===== config.mk =====
export PLATFORM = sky130hd
export DESIGN_NAME = pipe_hazard_ctrl
export DESIGN_NICKNAME = d
export VERILOG_FILES = /design/src/rtl/pipe_hazard_ctrl_pkg.sv /design/src/rtl/pipe_hazard_ctrl_cmp.sv /design/src/rtl/pipe_hazard_ctrl.sv
export SDC_FILE = /design/constraint.sdc
export NUM_CORES = 1
export LEC_CHECK = 0
export CAP_MARGIN = 20
export CELL_PAD_IN_SITES_DETAIL_PLACEMENT = 1
export CELL_PAD_IN_SITES_GLOBAL_PLACEMENT = 1
export CORE_UTILIZATION = 28
export CTS_BUF_LIST = sky130_fd_sc_hd__clkbuf_4 sky130_fd_sc_hd__clkbuf_8 sky130_fd_sc_hd__clkbuf_16
export DETAILED_ROUTE_END_ITERATION = 7
export GPL_TIMING_DRIVEN = 1
export PLACE_DENSITY_LB_ADDON = 0.1
export SKIP_LAST_GASP = 1
export SLEW_MARGIN = 30
export SYNTH_ARGS = -nofsm -noshare
export SYNTH_HDL_FRONTEND = slang
export SYNTH_HIERARCHICAL = 1
export SYNTH_SLANG_ARGS = --single-unit
export TNS_END_PERCENT = 50

===== constraint.sdc =====
create_clock -name clk -period 1.8 [get_ports clk]
set_input_delay 0.18 -clock clk [delete_from_list [all_inputs] [get_ports clk]]
set_output_delay 0.18 -clock clk [all_outputs]
set_load 0.005 [all_outputs]

===== src/rtl/pipe_hazard_ctrl_pkg.sv =====
// pipe_hazard_ctrl_pkg
// Shared types and constants for the rvseed pipeline sequencer.
//   - phc_state_e : sequencer state encodings
//   - phc_ctrl_t  : bundle of stage-register control outputs
//   - CTRL_*      : the fixed control patterns the sequencer emits
//   - PERF_CNT_W  : width of the optional stall-cycle counter
package pipe_hazard_ctrl_pkg;

  localparam int REG_ADDR_WIDTH_DFLT = 5;
  localparam int PERF_CNT_W          = 32;

  typedef enum logic [1:0] {
    PHC_INIT     = 2'd0,
    PHC_RUN      = 2'd1,
    PHC_MEM_WAIT = 2'd2,
    PHC_REDIRECT = 2'd3
  } phc_state_e;

  typedef struct packed {
    logic pc_en;
    logic ifu2idu_en;
    logic ifu2idu_flush;
    logic idu2exu_en;
    logic idu2exu_bubble;
    logic exu2lsu_en;
  } phc_ctrl_t;

  // Field order: pc_en, ifu2idu_en, ifu2idu_flush, idu2exu_en, idu2exu_bubble, exu2lsu_en
  localparam phc_ctrl_t CTRL_INIT     = phc_ctrl_t'(6'b001010);
  localparam phc_ctrl_t CTRL_FREEZE   = phc_ctrl_t'(6'b000000);
  localparam phc_ctrl_t CTRL_FLOW     = phc_ctrl_t'(6'b110101);
  localparam phc_ctrl_t CTRL_REDIRECT = phc_ctrl_t'(6'b111111);
  localparam phc_ctrl_t CTRL_LOADUSE  = phc_ctrl_t'(6'b000111);

endpackage


===== src/rtl/pipe_hazard_ctrl_cmp.sv =====
// pipe_hazard_cmp
// Purely combinational load-use detector: flags when the ID instruction
// reads a register that the load currently in EX will write.
// Ports:
//   exu_valid, exu_mem_ren, exu_reg_waddr : EX-slot load information
//   idu_reg{1,2}_ren, idu_reg{1,2}_raddr  : ID source operands
//   hazard                                : load-use hazard this cycle
module pipe_hazard_cmp
  import pipe_hazard_ctrl_pkg::*;
#(
  parameter int REG_ADDR_WIDTH = REG_ADDR_WIDTH_DFLT
) (
  input  logic                      exu_valid,
  input  logic                      exu_mem_ren,
  input  logic [REG_ADDR_WIDTH-1:0] exu_reg_waddr,
  input  logic                      idu_reg1_ren,
  input  logic [REG_ADDR_WIDTH-1:0] idu_reg1_raddr,
  input  logic                      idu_reg2_ren,
  input  logic [REG_ADDR_WIDTH-1:0] idu_reg2_raddr,
  output logic                      hazard
);

  logic rs1_hit;
  logic rs2_hit;

  always_comb begin
    rs1_hit = idu_reg1_ren && (idu_reg1_raddr == exu_reg_waddr);
    rs2_hit = idu_reg2_ren && (idu_reg2_raddr == exu_reg_waddr);
    // x0 is hard-wired zero, so a load targeting it never creates a dependency
    hazard  = exu_valid && exu_mem_ren && (exu_reg_waddr != '0) && (rs1_hit || rs2_hit);
  end

endmodule


===== src/rtl/pipe_hazard_ctrl.sv =====
// pipe_hazard_ctrl
// Central pipeline sequencer for the rvseed core. Generates enable/bubble
// controls for PC, IFU2IDU, IDU2EXU and the EXU->LSU handoff, resolving
// load-use hazards, taken redirects and LSU wait-states.
// Ports:
//   clk, rst_n                     : clock, async active-low reset
//   idu_reg{1,2}_ren/_raddr        : ID source operands
//   exu_valid/mem_ren/reg_waddr    : EX slot contents
//   exu_redirect                   : EX branch taken / jump
//   lsu_req, lsu_ack               : LSU access outstanding / completing
//   pc_en, ifu2idu_en, ifu2idu_flush, idu2exu_en, idu2exu_bubble,
//   exu2lsu_en                     : stage controls (combinational)
//   stall_cycles                   : only with HAZARD_PERF_CNT_EN defined;
//                                    saturating count of cycles with pc_en=0
// Build option: `define HAZARD_PERF_CNT_EN adds the stall-cycle counter.
module pipe_hazard_ctrl
  import pipe_hazard_ctrl_pkg::*;
#(
  parameter int REG_ADDR_WIDTH   = REG_ADDR_WIDTH_DFLT,
  parameter int REDIRECT_BUBBLES = 2
) (
  input  logic                      clk,
  input  logic                      rst_n,
  input  logic                      idu_reg1_ren,
  input  logic [REG_ADDR_WIDTH-1:0] idu_reg1_raddr,
  input  logic                      idu_reg2_ren,
  input  logic [REG_ADDR_WIDTH-1:0] idu_reg2_raddr,
  input  logic                      exu_valid,
  input  logic                      exu_mem_ren,
  input  logic [REG_ADDR_WIDTH-1:0] exu_reg_waddr,
  input  logic                      exu_redirect,
  input  logic                      lsu_req,
  input  logic                      lsu_ack,
  output logic                      pc_en,
  output logic                      ifu2idu_en,
  output logic                      ifu2idu_flush,
  output logic                      idu2exu_en,
  output logic                      idu2exu_bubble,
  output logic                      exu2lsu_en
`ifdef HAZARD_PERF_CNT_EN
  ,
  output logic [PERF_CNT_W-1:0]     stall_cycles
`endif
);

  phc_state_e state_q, state_d;
  logic [3:0] cnt_q, cnt_d;
  phc_ctrl_t  ctrl;
  logic       hazard;
  logic       take_run_rules;

  pipe_hazard_cmp #(
    .REG_ADDR_WIDTH (REG_ADDR_WIDTH)
  ) u_cmp (
    .exu_valid      (exu_valid),
    .exu_mem_ren    (exu_mem_ren),
    .exu_reg_waddr  (exu_reg_waddr),
    .idu_reg1_ren   (idu_reg1_ren),
    .idu_reg1_raddr (idu_reg1_raddr),
    .idu_reg2_ren   (idu_reg2_ren),
    .idu_reg2_raddr (idu_reg2_raddr),
    .hazard         (hazard)
  );

  always_comb begin
    state_d        = state_q;
    cnt_d          = cnt_q;
    ctrl           = CTRL_FREEZE;
    take_run_rules = 1'b0;

    unique case (state_q)
      PHC_INIT: begin
        ctrl    = CTRL_INIT;
        state_d = PHC_RUN;
      end
      PHC_RUN: begin
        if (lsu_req && !lsu_ack) state_d = PHC_MEM_WAIT;
        else                     take_run_rules = 1'b1;
      end
      PHC_MEM_WAIT: begin
        // The ack cycle is a normal RUN cycle, so a redirect that sat in
        // EX during the wait is serviced here rather than dropped.
        if (lsu_ack) take_run_rules = 1'b1;
      end
      PHC_REDIRECT: begin
        // EX only holds bubbles here, so exu_redirect needs no attention.
        if (!(lsu_req && !lsu_ack)) begin
          ctrl  = CTRL_REDIRECT;
          cnt_d = cnt_q - 4'd1;
          if (cnt_q == 4'd1) state_d = PHC_RUN;
        end
      end
      default: state_d = PHC_INIT;
    endcase

    if (take_run_rules) begin
      state_d = PHC_RUN;
      if (exu_redirect && exu_valid) begin
        // Redirect beats load-use: the dependent ID instruction is flushed.
        ctrl = CTRL_REDIRECT;
        if (REDIRECT_BUBBLES > 1) begin
          cnt_d   = 4'(REDIRECT_BUBBLES - 1);
          state_d = PHC_REDIRECT;
        end
      end else if (hazard) begin
        ctrl = CTRL_LOADUSE;
      end else begin
        ctrl = CTRL_FLOW;
      end
    end
  end

  always_ff @(posedge clk or negedge rst_n) begin
    if (!rst_n) begin
      state_q <= PHC_INIT;
      cnt_q   <= 4'd0;
    end else begin
      state_q <= state_d;
      cnt_q   <= cnt_d;
    end
  end

  assign pc_en          = ctrl.pc_en;
  assign ifu2idu_en     = ctrl.ifu2idu_en;
  assign ifu2idu_flush  = ctrl.ifu2idu_flush;
  assign idu2exu_en     = ctrl.idu2exu_en;
  assign idu2exu_bubble = ctrl.idu2exu_bubble;
  assign exu2lsu_en     = ctrl.exu2lsu_en;

`ifdef HAZARD_PERF_CNT_EN
  logic [PERF_CNT_W-1:0] stall_cycles_q, stall_cycles_d;

  function automatic logic [PERF_CNT_W-1:0] sat_inc(input logic [PERF_CNT_W-1:0] v);
    return (&v) ? v : v + 1'b1;
  endfunction

  always_comb begin
    stall_cycles_d = stall_cycles_q;
    if (state_q != PHC_INIT && !ctrl.pc_en) stall_cycles_d = sat_inc(stall_cycles_q);
  end

  always_ff @(posedge clk or negedge rst_n) begin
    if (!rst_n) stall_cycles_q <= '0;
    else        stall_cycles_q <= stall_cycles_d;
  end

  assign stall_cycles = stall_cycles_q;
`endif

endmodule

# Word-level counts from Yosys, hierarchy flattened
# Index checks and enable logic that the tools add are counted.
# word_totals
reg_bits,6
output_inout_bits,6
# op_classes
muxes,18
eq_ne,9
add_sub_neg,1
reduce_logical,13
# op_table
op,count
$mux 6,4
$mux 4,4
$pmux 6 s2,1
$eq 5x5->1,2
$mux 2,5
$ne 3x3->1 const B,3
$logic_and 1x1->1,7
$pmux 2 s3,1
$reduce_bool 5->1,1
$eq 2x2->1 const B,2
$eq 4x1->1 const B,1
$reduce_and 4->1,1
$reduce_bool 4->1,1
$sub 4x1->4 const B,1
$eq 2x1->1 const B,1
$logic_not 2->1,1
$mux 1,2
$pmux 1 s2,1
$logic_not 1->1,1
$logic_or 1x1->1,1

# Depth between registers and ports, before layout
# Gate-level depths: netlist (run 1).
# depth
ltp_word,7
depth_mapped,7
ltp_nobuf,6

# Cells and area by module
# The synthesis (run 1) kept the hierarchy.
# by_module_without_submodules
mod,area_per_inst_um2,cells_each,instances,seq_area_each_um2
pipe_hazard_ctrl,498.0,57,1,150.1
pipe_hazard_cmp,135.1,17,1,0.0

# Worst setup path before layout (run 1)
# No wires, ideal clock.
# synth_timing
path_kind,reg2out
from,reg state_q[1]
to,out pc_en
path_slack_ps,110
path_stages_with_launch,8
arrival_ps,1510
cell_sequence,dfrtp_1 -> inv_1 -> ha_1 -> o21a_1 -> o21a_1 -> nand2b_1 -> o21a_1 -> buf_4
# synth_between
elab_chain_cells,3
# synth_lines
element,line,source
"start, declared",pipe_hazard_ctrl.sv:46,"phc_state_e state_q, state_d;"
"start signal, assigned",pipe_hazard_ctrl.sv:118,state_q <= state_d;
$eq 2x2->1 (tied with other cells),pipe_hazard_ctrl.sv:71,unique case (state_q)
$pmux 6 s2 / $pmux 1 s2 (equally long branches),pipe_hazard_ctrl.sv:71,
$mux 6 (*),pipe_hazard_ctrl.sv:96,if (take_run_rules) begin
"end, declared",pipe_hazard_ctrl.sv:34,"output logic pc_en,"
# Every way passes the cells marked *; elsewhere a longest branch is shown, timed or not.

# Final worst setup path (run 1)
# layout_timing
from,reg state_q[1]
to,out idu2exu_bubble
# layout_between
elab_chain_cells,3
# layout_lines
element,line,source
$eq 2x2->1 (tied with other cells),pipe_hazard_ctrl.sv:71,
$pmux 6 s2 / $pmux 1 s2 (equally long branches),pipe_hazard_ctrl.sv:71,
$mux 6 (*),pipe_hazard_ctrl.sv:96,
"end, declared",pipe_hazard_ctrl.sv:38,"output logic idu2exu_bubble,"
# Marks and branches as above.

==> out/qor.yml, run 1 <==
status: "complete, but fails checks"
violations: "negative setup slack"
yosysWarningCount: 6
worst_hold_path_type: "primary input to async pin"
reg2regPathDepth: 10
syn_area_sq_um: 633.1
critical_path_class: "flop to output port"
cp.required_ps: 1620
r2r_end: "state_q[1]$_DFFE_PN0P_"
peakVddDrop_uv: 790.6
initialDrtViolationCount: 9
port_buffers: 29
tns_ps: -403.0
final.min_clock_period_ps: 1877
setup_viol: 7
cts_root_buffer: "clkbuf_4"
cts_max_level: 1
synth.area.top_cells: "dfrtp_1 24%, xor2_1 14%, ha_1 12%"
setup.worst_path.start_class: "flop"
cts_hold_buf: 0
synth-seq-cells: 6
die_h_um: 49.55
dieArea_sq_mm: 0.002455
power.total_mw: 1.511
placed_cell_area_sq_mm: 0.001047
grt_use_met1: 0.2142
antenna_left: 0
finalClockSkew_ps: 3.749
antenna_found_initial: 0
multi_input_area_sq_um: 484.2
grt_first_pass_wirelength_um: 3249
synth_cell_type_count: 28
power.density_mw_per_mm2: 1322
clkSlewWorstSetupHoldPaths_ps: 40
regArea_sq_um: 152.6
drv_slew: 0
wl_um: 1929
finalNetCount: 156
synth_top_area_frac: 0.2372
endpoint_kind: "output port"
max_slew_margin: 0.8109
detail_route.first_pass.iterations: 4
cts.sinks: 6
synthSimpleGateAreaFrac: 0.2273
place.gp.congestion: 0.7058
crit_family: "compound AO/OA/AOI/OAI gates"
dpl.hpwl_um: 1580
maxCapViolCount: 0
postSynthAreaPerCell_sq_um: 8.556
synth.area.mux_share: 0
track_usage: 0.1734
vias_per_cell: 4.715
p_leak_nw: 0.5363
finalHoldViolCount: 0
cp.buffers_inverters: 2
start_util: 0.3100
nFillCells: 249
synth_nets: 104
ys_seq_area_frac: 0.2372
syn_inst: 74
insertion_delay_ps: 240
r2r-start: "state_q[1]$_DFFE_PN0P_"
final_area_sq_mm: 0.001142
layout_common_cells: "22 x buf_4, 14 x clkdlybuf4s50_1, 10 x xor2_1"
synth_xor_area_frac: 0.1798
syn_to_final_growth_pct: 80.44
rows: 16
crit_fanout: 3
synth-compound-area-share: 0.1601
synth_top_family_by_area: "simple AND/OR/NAND/NOR gates"
die_x_um: 49.55
numCtsBuffers: 3
wire_per_inst_um: 12.77
io_pins: 30
top_usage_layer: "met2"
slowest_delay_ps: 400
core_area_sq_mm: 0.002042
diodes: 0
drc_errors: 0
grt_pass1_vias: 735
fmax_ghz: 0.5327
cp.arrival_ps: 1700
vias: 712
use_met3: 0.07407
overflow: 0
synth_fa_ha_area_frac: 0.1186
pre_cts_slack_ps: -512.6
met2_usage: 0.2838
path_cells: "inv_2 > ha_4 > o21a_1 > o211ai_1 > o21ai_2 > nand2b_4 > buf_2"
rsz0062_at_grt: "yes"
tritoncts: "built"
crit_slowest_cell: "dfrtp_2"
period_share: 1.043
cts_buffer_depth: 2
r2r_setup_slack_ps: -30
final_layout_size_suffix_gt1_frac: 0.3387
synth_top_cell_by_area: "dfrtp_1"
setup_ws_ps: -77.19
grt_max_degree: 8
layout_commonest_cell: "buf_4"
worstMarginPinSlew_ps: 282.8
worst max path at each step:
stage | startpoint | end | depth (start not counted)
after floorplan | state_q[1]$_DFFE_PN0P_ | pc_en | 7
after global placement | exu_reg_waddr[3] | pc_en | 7
after detailed placement | exu_reg_waddr[1] | ifu2idu_en | 8
after CTS | state_q[0]$_DFFE_PN0P_ | idu2exu_bubble | 7
after global routing | state_q[1]$_DFFE_PN0P_ | idu2exu_bubble | 7
final | state_q[1]$_DFFE_PN0P_ | idu2exu_bubble | 7
sequential cells by signal, indices dropped and copies added (netlist names):
name,count
cnt_q,4
state_q,2
logic make-up after synthesis:
family | count (synthesis)
AND/OR/NAND/NOR | 26
AO/OA/AOI/OAI | 14
XOR/XNOR | 13
buffers and inverters | 9
adder cells (fa/ha/maj) | 6
flip-flops | 6
routing by layer:
layer	up-vias	routed length, um
met3	0	133
li1	353	-
met2	26	881
met1	333	914
met5	-	0
met4	0	0
synthesized netlist by cell type:
| library cell | number |
|---|---|
| a21oi_1 | 3 |
| o211ai_1 | 1 |
| ha_1 | 6 |
| buf_4 | 2 |
| a221o_1 | 1 |
| inv_1 | 5 |
| nand2_1 | 4 |
| nand2b_4 | 1 |
| and2_1 | 2 |
| a22oi_1 | 1 |
| nand2b_1 | 2 |
| o211ai_2 | 1 |
| nor4_1 | 2 |
| o21a_1 | 3 |
| buf_6 | 1 |
| xor2_1 | 10 |
| xnor2_1 | 3 |
| or4_1 | 1 |
| a311oi_1 | 1 |
| o21ai_0 | 2 |
| dfrtp_1 | 6 |
| nor2_1 | 7 |
| clkbuf_1 | 1 |
| and2b_1 | 1 |
| nor3_1 | 1 |
| and4_4 | 1 |
| a21o_1 | 1 |
| nand3_1 | 4 |
metrics by stage:
step | utilization | hold WS, ps | instances
6_report | 0.5594 | 181.9 | 151
5_1_grt | 0.5594 | 184.2 | 151
4_1_cts | 0.5282 | 187.2 | 149
3_5_place_dp | 0.5129 | 449.1 | 142
3_3_place_gp | 0.5129 | 445.0 | 142
2_1_floorplan | - | -115.6 | 74
cell type report:
type / count / area share
Sequential cell: 6 / 0.1336
Tap cell: 27 / 0.02957
Clock buffer: 3 / 0.01972
Inverter: 5 / 0.01643
Timing Repair Buffer: 51 / 0.3768
Multi-Input combinational cell: 59 / 0.4239
power breakdown:
part / total (mW) / switching, mW / internal [mW]
Clock: 0.120 / 0.0452 / 0.0752
Sequential: 0.288 / 0.0761 / 0.212
Combinational: 1.10 / 0.484 / 0.619
repair_timing:
item / in CTS / in global routing
endpoints found under the setup margin: 6 / 8
pin swaps: 9 / 5
setup buffers: 4 / 2
resized for setup: 33 / 10
Power figures use the tool's default switching activity.
==> inputs of run 2 (changes only) <==
- SYNTH_HIERARCHICAL: 1 -> default
==> run 2 against run 1 <==
  * The flow still finishes with violations (negative setup slack)
  * Final area down 2.3%
  * Sequential power down 11%
  * Register-to-register slack better by 110 ps
  * Flip-flop and latch count unchanged
  * Non-clock buffer count down 4
  * Largest power group unchanged
  * Hold slack worse by 15 ps
  * Clock power up 7%
  * Global-route usage up 1.2 points
  * First-iteration DRC count down 67%
  * Sequential share of layout area up 0.090 points
==> out/qor.yml, run 2 <==
hold_ws_ps: 166.5  # -15.39 ps
synth-edff-count: 0  # unchanged
peakVddDrop_uv: 697.8  # -12%
antenna_left: 0  # unchanged
drv_slew: 0  # unchanged
syn_to_final_growth_pct: 83.54
synth_top_cell_by_area: "dfrtp_1"
final.min_clock_period_ps: 1961  # +84.29 ps
stdcell_count: 141  # -6.6%
grt_max_degree: 8  # unchanged
p_int_uw: 958.8  # +5.9%
cts.sinks: 6  # unchanged
synth_cell_type_count: 31  # +11%
period_share: 1.090  # +0.04683
cts_max_level: 1  # unchanged
power.density_mw_per_mm2: 1422  # +7.5%
placedCellCount: 136  # -4.2%
setup_viol: 6  # -1
synth_top_area_frac: 0.2469  # +0.009759
synth_common_cells: "10 x xor2_1, 6 x dfrtp_1, 6 x ha_1"
startpoint: "state_q[1]$_DFFE_PN0P_"
p_seq_frac: 0.162  # -0.029
postSynthAreaPerCell_sq_um: 9.076  # +6.1%
track_usage: 0.1856  # +0.01224
r2r_setup_slack_ps: 80  # +110 ps
tritoncts: "built"
start_util: 0.3037  # -0.006299
overflow: 0  # unchanged
dpl.hpwl_um: 1572  # -0.55%
setup_ws_ps: -161.5  # -84.29 ps
die_h_um: 48.60  # -1.9%
clkSlewWorstSetupHoldPaths_ps: 50  # about the same
syn_area_sq_um: 608.1  # -4.0%
cts_buffer_depth: 2  # unchanged
setup.worst_path.start_class: "flop"
wl_um: 1896  # -1.7%
critical_path_class: "flop to output port"
port_buffers: 29  # unchanged
worstMarginPinSlew_ps: 276.4  # -6.366 ps
worst_hold_path_type: "primary input to async pin"
comb_power_share: 0.758  # +0.028
vias_per_cell: 4.844  # +2.7%
yosysMostFrequentCell: "xor2_1"
crit_path_end: "ifu2idu_en"
cp.arrival_ps: 1780  # +80 ps
r2r-start: "state_q[1]$_DFFE_PN0P_"
swShare: 0.3958  # -0.004621
synth_nets: 97  # -6.7%
rows: 16  # unchanged
synth.area.top_cells: "dfrtp_1 25%, xor2_1 14%, ha_1 12%"
synth-seq-cells: 6  # unchanged
insertion_delay_ps: 250  # about the same
nFillCells: 244  # -2.0%
fmax_ghz: 0.5098  # -4.3%
synth-main-ff-cell: "dfrtp_1"
dieArea_sq_mm: 0.002362  # -3.8%
rsz0062_at_grt: "yes"
layout_commonest_cell: "clkdlybuf4s50_1"
pwr-share-clk: 0.081  # about the same
crit_fanout: 3  # unchanged
reg.largest.list: "cnt_q: 4 flops, state_q: 2 flops"
endpoint_kind: "output port"
drc_errors: 0  # unchanged
die_x_um: 48.60  # -1.9%
diodes: 0  # unchanged
tns_ps: -755.9  # -352.9 ps
maxCapViolCount: 0  # unchanged
largest_reg_flops: 4  # unchanged
initialDrtViolationCount: 3  # -6
core_area_sq_mm: 0.002002  # -2.0%
finalNetCount: 146  # -6.4%
grt_first_pass_wirelength_um: 3277  # +0.86%
max_slew_margin: 0.8151  # +0.004257
cp.required_ps: 1620  # about the same
ys_seq_area_frac: 0.2469  # +0.009759
cts_root_buffer: "clkbuf_4"
final_layout_size_suffix_gt1_frac: 0.3509  # +0.01217
layout_common_cells: "23 x clkdlybuf4s50_1, 18 x buf_4, 10 x xor2_1"
violations: "negative setup slack"
place.gp.congestion: 0.7121  # +0.89%
io_pins: 30  # unchanged
grt_pass1_vias: 755  # +2.7%
top_register: "cnt_q"
syn_inst: 67  # -9.5%
p_switching_uw: 628.1  # +3.8%
detail_route.first_pass.iterations: 4  # unchanged
reg2regPathDepth: 8  # -2
finalClockSkew_ps: 7.343  # +3.594 ps
status: "complete, but fails checks"
antenna_found_initial: 0  # unchanged
wire_per_inst_um: 13.45  # +5.3%
r2r_end: "state_q[0]$_DFFE_PN0P_"
numCtsBuffers: 3  # unchanged
p_leak_nw: 0.4810  # -10%
ys_async_sr_fraction: 1.000  # unchanged
yosysWarningCount: 0  # -6
pre_cts_slack_ps: -432.8  # +79.74 ps
vias: 683  # -4.1%
finalHoldViolCount: 0  # unchanged
run 2: final cells by class:
type	count	area, sq um	area share
multi-input combinational	54	491.7	0.4406
clock buffer	3	22.52	0.02018
timing repair buffer	47	402.9	0.3610
inverter	4	15.01	0.01345
tap	27	33.78	0.03027
sequential	6	150.1	0.1345
run 2: power groups by stage:
stage                     Sequential, mW  Combinational, mW  Clock [mW]
after floorplan                    0.247              0.564           0
after global placement             0.251               1.08           0
after detailed placement           0.253               1.10           0
after CTS                          0.256               1.17       0.136
after global routing               0.269               1.35       0.146
final                              0.256               1.20       0.128
run 2: timing repair:
item,4_1_cts,5_1_grt
resized for setup,23,6
pin swaps,5,4
setup endpoints to repair,6,8
buffers inserted,1,1
hold buffers,0,0
endpoints found under the hold margin,0,0
run 2: worst min-delay path by stage:
stage,from,end,slack (ps),depth (start not counted)
finish,rst_n,cnt_q[2]$_DFF_PN0_,170,1
detailed placement,rst_n,cnt_q[3]$_DFF_PN0_,450,1
global placement,rst_n,state_q[0]$_DFFE_PN0P_,440,1
CTS,rst_n,cnt_q[1]$_DFF_PN0_,180,1
floorplan,rst_n,cnt_q[0]$_DFF_PN0_,-120,0
global route,rst_n,cnt_q[2]$_DFF_PN0_,190,1
run 2: cells by family (layout without fill, tap and decap cells):
group | after synthesis | after routing | synth area share
AO/OA/AOI/OAI | 15 | 15 | 0.1914
XOR/XNOR | 13 | 13 | 0.1872
adder cells (fa/ha/maj) | 6 | 6 | 0.1235
buffers and inverters | 7 | 54 | 0.05759
flip-flops | 6 | 6 | 0.2469
AND/OR/NAND/NOR | 20 | 20 | 0.1934
run 2: worst max-delay path: stages (launching register included):
cell and delay [ps]:
dfrtp_1 360, inv_2 60, ha_4 270, and3_4 200, a31o_4 130, o2111ai_4 100
o31a_1 270, buf_2 130
run 2: per-layer routing:
layer  vias up  part of all wire  track usage  wire, um
met5         -                 0            0         0
met4         0             0.021      0.08824        39
met3         5             0.054      0.04088       102
met2        23              0.53       0.3287       998
met1       318              0.40       0.2084       754
li1        337                 -            -         -
run 2: through the flow:
stage	power [mW]	utilization	cell area, sq um
3_3_place_gp	1.336	0.5156	1032
6_report	1.587	0.5575	1116
4_1_cts	1.557	0.5494	1100
5_1_grt	1.761	0.5575	1116
3_5_place_dp	1.355	0.5156	1032
2_1_floorplan	0.8119	-	608.1
==> inputs of run 3 (changes only) <==
- CELL_PAD_IN_SITES_DETAIL_PLACEMENT: 1 -> 2
- CELL_PAD_IN_SITES_GLOBAL_PLACEMENT: 1 -> 2
- CORE_UTILIZATION: 28 -> 21
==> run 3 against run 2 <==
  * The run still ends with negative setup slack left
  * Sequential share of layout area down 0.59 points
  * Die area rose by 32%
  * Critical endpoint unchanged
  * Setup slack gained 18 ps
==> out/qor.yml, run 3 (same netlist as run 2, synthesis figures left out) <==
layout_common_cells: "22 x clkdlybuf4s50_1, 20 x buf_4, 10 x xor2_1"
rows: 19  # +3
grt_first_pass_wirelength_um: 3670  # +12%
place.gp.congestion: 0.6811  # -4.4%
crit_fanout: 3  # unchanged
grt_max_degree: 7  # -1
drc_errors: 0  # unchanged
final.min_clock_period_ps: 1944  # -17.77 ps
cts_max_level: 1  # unchanged
initialDrtViolationCount: 2  # -1
port_buffers: 29  # unchanged
r2r-start: "state_q[1]$_DFFE_PN0P_"
antenna_found_initial: 0  # unchanged
core_area_sq_mm: 0.002758  # +38%
numCtsBuffers: 3  # unchanged
detail_route.first_pass.iterations: 4  # unchanged
die_h_um: 55.81  # +15%
stdcell_count: 148  # +5.0%
insertion_delay_ps: 250  # about the same
reg.largest.list: "cnt_q: 4 flops, state_q: 2 flops"
period_share: 1.080  # -0.009873
setup_ws_ps: -143.7  # +17.77 ps
cts_root_buffer: "clkbuf_4"
hold_ws_ps: 178.4  # +11.82 ps
max_slew_margin: 0.7994  # -0.01570
track_usage: 0.1573  # -0.02832
tns_ps: -752.7  # +3.246 ps
p_leak_nw: 0.5056  # +5.1%
p_switching_uw: 670.6  # +6.8%
r2r_setup_slack_ps: -40  # -120 ps
worstMarginPinSlew_ps: 299.9  # +23.48 ps
placed_cell_area_sq_mm: 0.001037  # +0.48%
grt_pass1_vias: 813  # +7.7%
setup_viol: 8  # +2
nFillCells: 308  # +26%
reg2regPathDepth: 9  # +1
rsz0062_at_grt: "yes"
clkSlewWorstSetupHoldPaths_ps: 50  # about the same
p_int_mw: 1.021  # +6.5%
cts.sinks: 6  # unchanged
swShare: 0.3964  # +0.0005690
vias_per_cell: 4.615  # -4.7%
cts_hold_buf: 0  # unchanged
cp.required_ps: 1620  # about the same
status: "complete, but fails checks"
endpoint_kind: "output port"
tritoncts: "built"
violations: "negative setup slack"
finalHoldViolCount: 0  # unchanged
syn_to_final_growth_pct: 91.98
overflow: 0  # unchanged
diodes: 0  # unchanged
cts_buffer_depth: 2  # unchanged
die_x_um: 55.81  # +15%
start_util: 0.2205  # -0.08324
top_register: "cnt_q"
utilization: 0.4233  # -0.1342
maxCapViolCount: 0  # unchanged
p_seq_frac: 0.150  # -0.012
drv_slew: 0  # unchanged
dpl.hpwl_um: 1809  # +15%
peakVddDrop_uv: 817.4  # +17%
dieArea_sq_mm: 0.003115  # +32%
finalClockSkew_ps: 5.675  # -1.667 ps
pwr-share-clk: 0.075  # -0.006
comb_power_share: 0.775  # +0.017
finalNetCount: 149  # +2.1%
setup.worst_path.start_class: "flop"
fmax_ghz: 0.5145  # +0.91%
power.density_mw_per_mm2: 1449  # +1.9%
wl_um: 2106  # +11%
wire_per_inst_um: 14.23  # +5.8%
vias: 683  # unchanged
cp.arrival_ps: 1760  # -20 ps
largest_reg_flops: 4  # unchanged
critical_path_class: "flop to output port"
io_pins: 30  # unchanged
layout_commonest_cell: "clkdlybuf4s50_1"
antenna_left: 0  # unchanged
worst_hold_path_type: "primary input to async pin"
final_area_sq_mm: 0.001167  # +4.6%
placedCellCount: 140  # +2.9%
r2r_end: "state_q[0]$_DFFE_PN0P_"
final_layout_size_suffix_gt1_frac: 0.3675  # +0.01664
[run 3: cell count changes in the layout (fill, tap and decap cells not counted), sizes merged]
cell,change
buf,+3
clkbuf,-1
clkdlybuf4s15,+1
clkdlybuf4s50,-1
dlymetal6s2s,+1
[run 3: through the flow]
step,worst slack [ps],total power [mW]
final,-143.7,1.692
after global routing,-226.0,1.854
after CTS,-195.7,1.696
after detailed placement,-481.0,1.413
after global placement,-433.1,1.371
after floorplan,59.98,0.8119
[run 3: timing repair]
action / in CTS / in global routing
setup buffers: 5 / 0
pin swaps: 6 / 2
endpoints found under the setup margin: 8 / 8
gates resized for setup: 26 / 6
[run 3: worst max path at each step]
stage,cells after the start,to,startpoint,slack [ps]
detailed placement,5,ifu2idu_en,exu_reg_waddr[1],-480
global placement,5,ifu2idu_en,exu_reg_waddr[1],-430
floorplan,7,pc_en,state_q[0]$_DFFE_PN0P_,60
finish,8,ifu2idu_en,state_q[0]$_DFFE_PN0P_,-140
global route,8,ifu2idu_en,state_q[0]$_DFFE_PN0P_,-230
CTS,7,ifu2idu_en,state_q[1]$_DFFE_PN0P_,-200
[run 3: power by group through the flow]
stage | registers, mW | clock network [mW] | logic, mW
3_5_place_dp | 0.253 | 0 | 1.16
2_1_floorplan | 0.247 | 0 | 0.564
4_1_cts | 0.256 | 0.134 | 1.31
6_report | 0.254 | 0.127 | 1.31
5_1_grt | 0.263 | 0.146 | 1.44
3_3_place_gp | 0.252 | 0 | 1.12
[run 3: final cells by class]
cell class	count	area (sq um)	share of cell area
multi-input combinational	54	504.2	0.4319
timing repair buffer	50	436.7	0.3741
sequential	6	150.1	0.1286
tap	31	38.79	0.03323
clock buffer	3	22.52	0.01929
inverter	4	15.01	0.01286
[run 3: worst max-delay path, stage by stage, from the launching register on]
cell and delay (ps):
dfrtp_1 380, inv_2 90, buf_6 100, ha_4 110, and3_4 180, a31o_4 120, o2111ai_4 110, o31a_1 270
buf_2 140
[run 3: per-layer routing]
metal,global-route usage,vias to the layer above,routed length (um)
met5,0,-,0
met4,0.06272,0,38
met3,0.04419,5,77
met2,0.2892,16,1124
met1,0.1688,321,866
li1,-,341,-
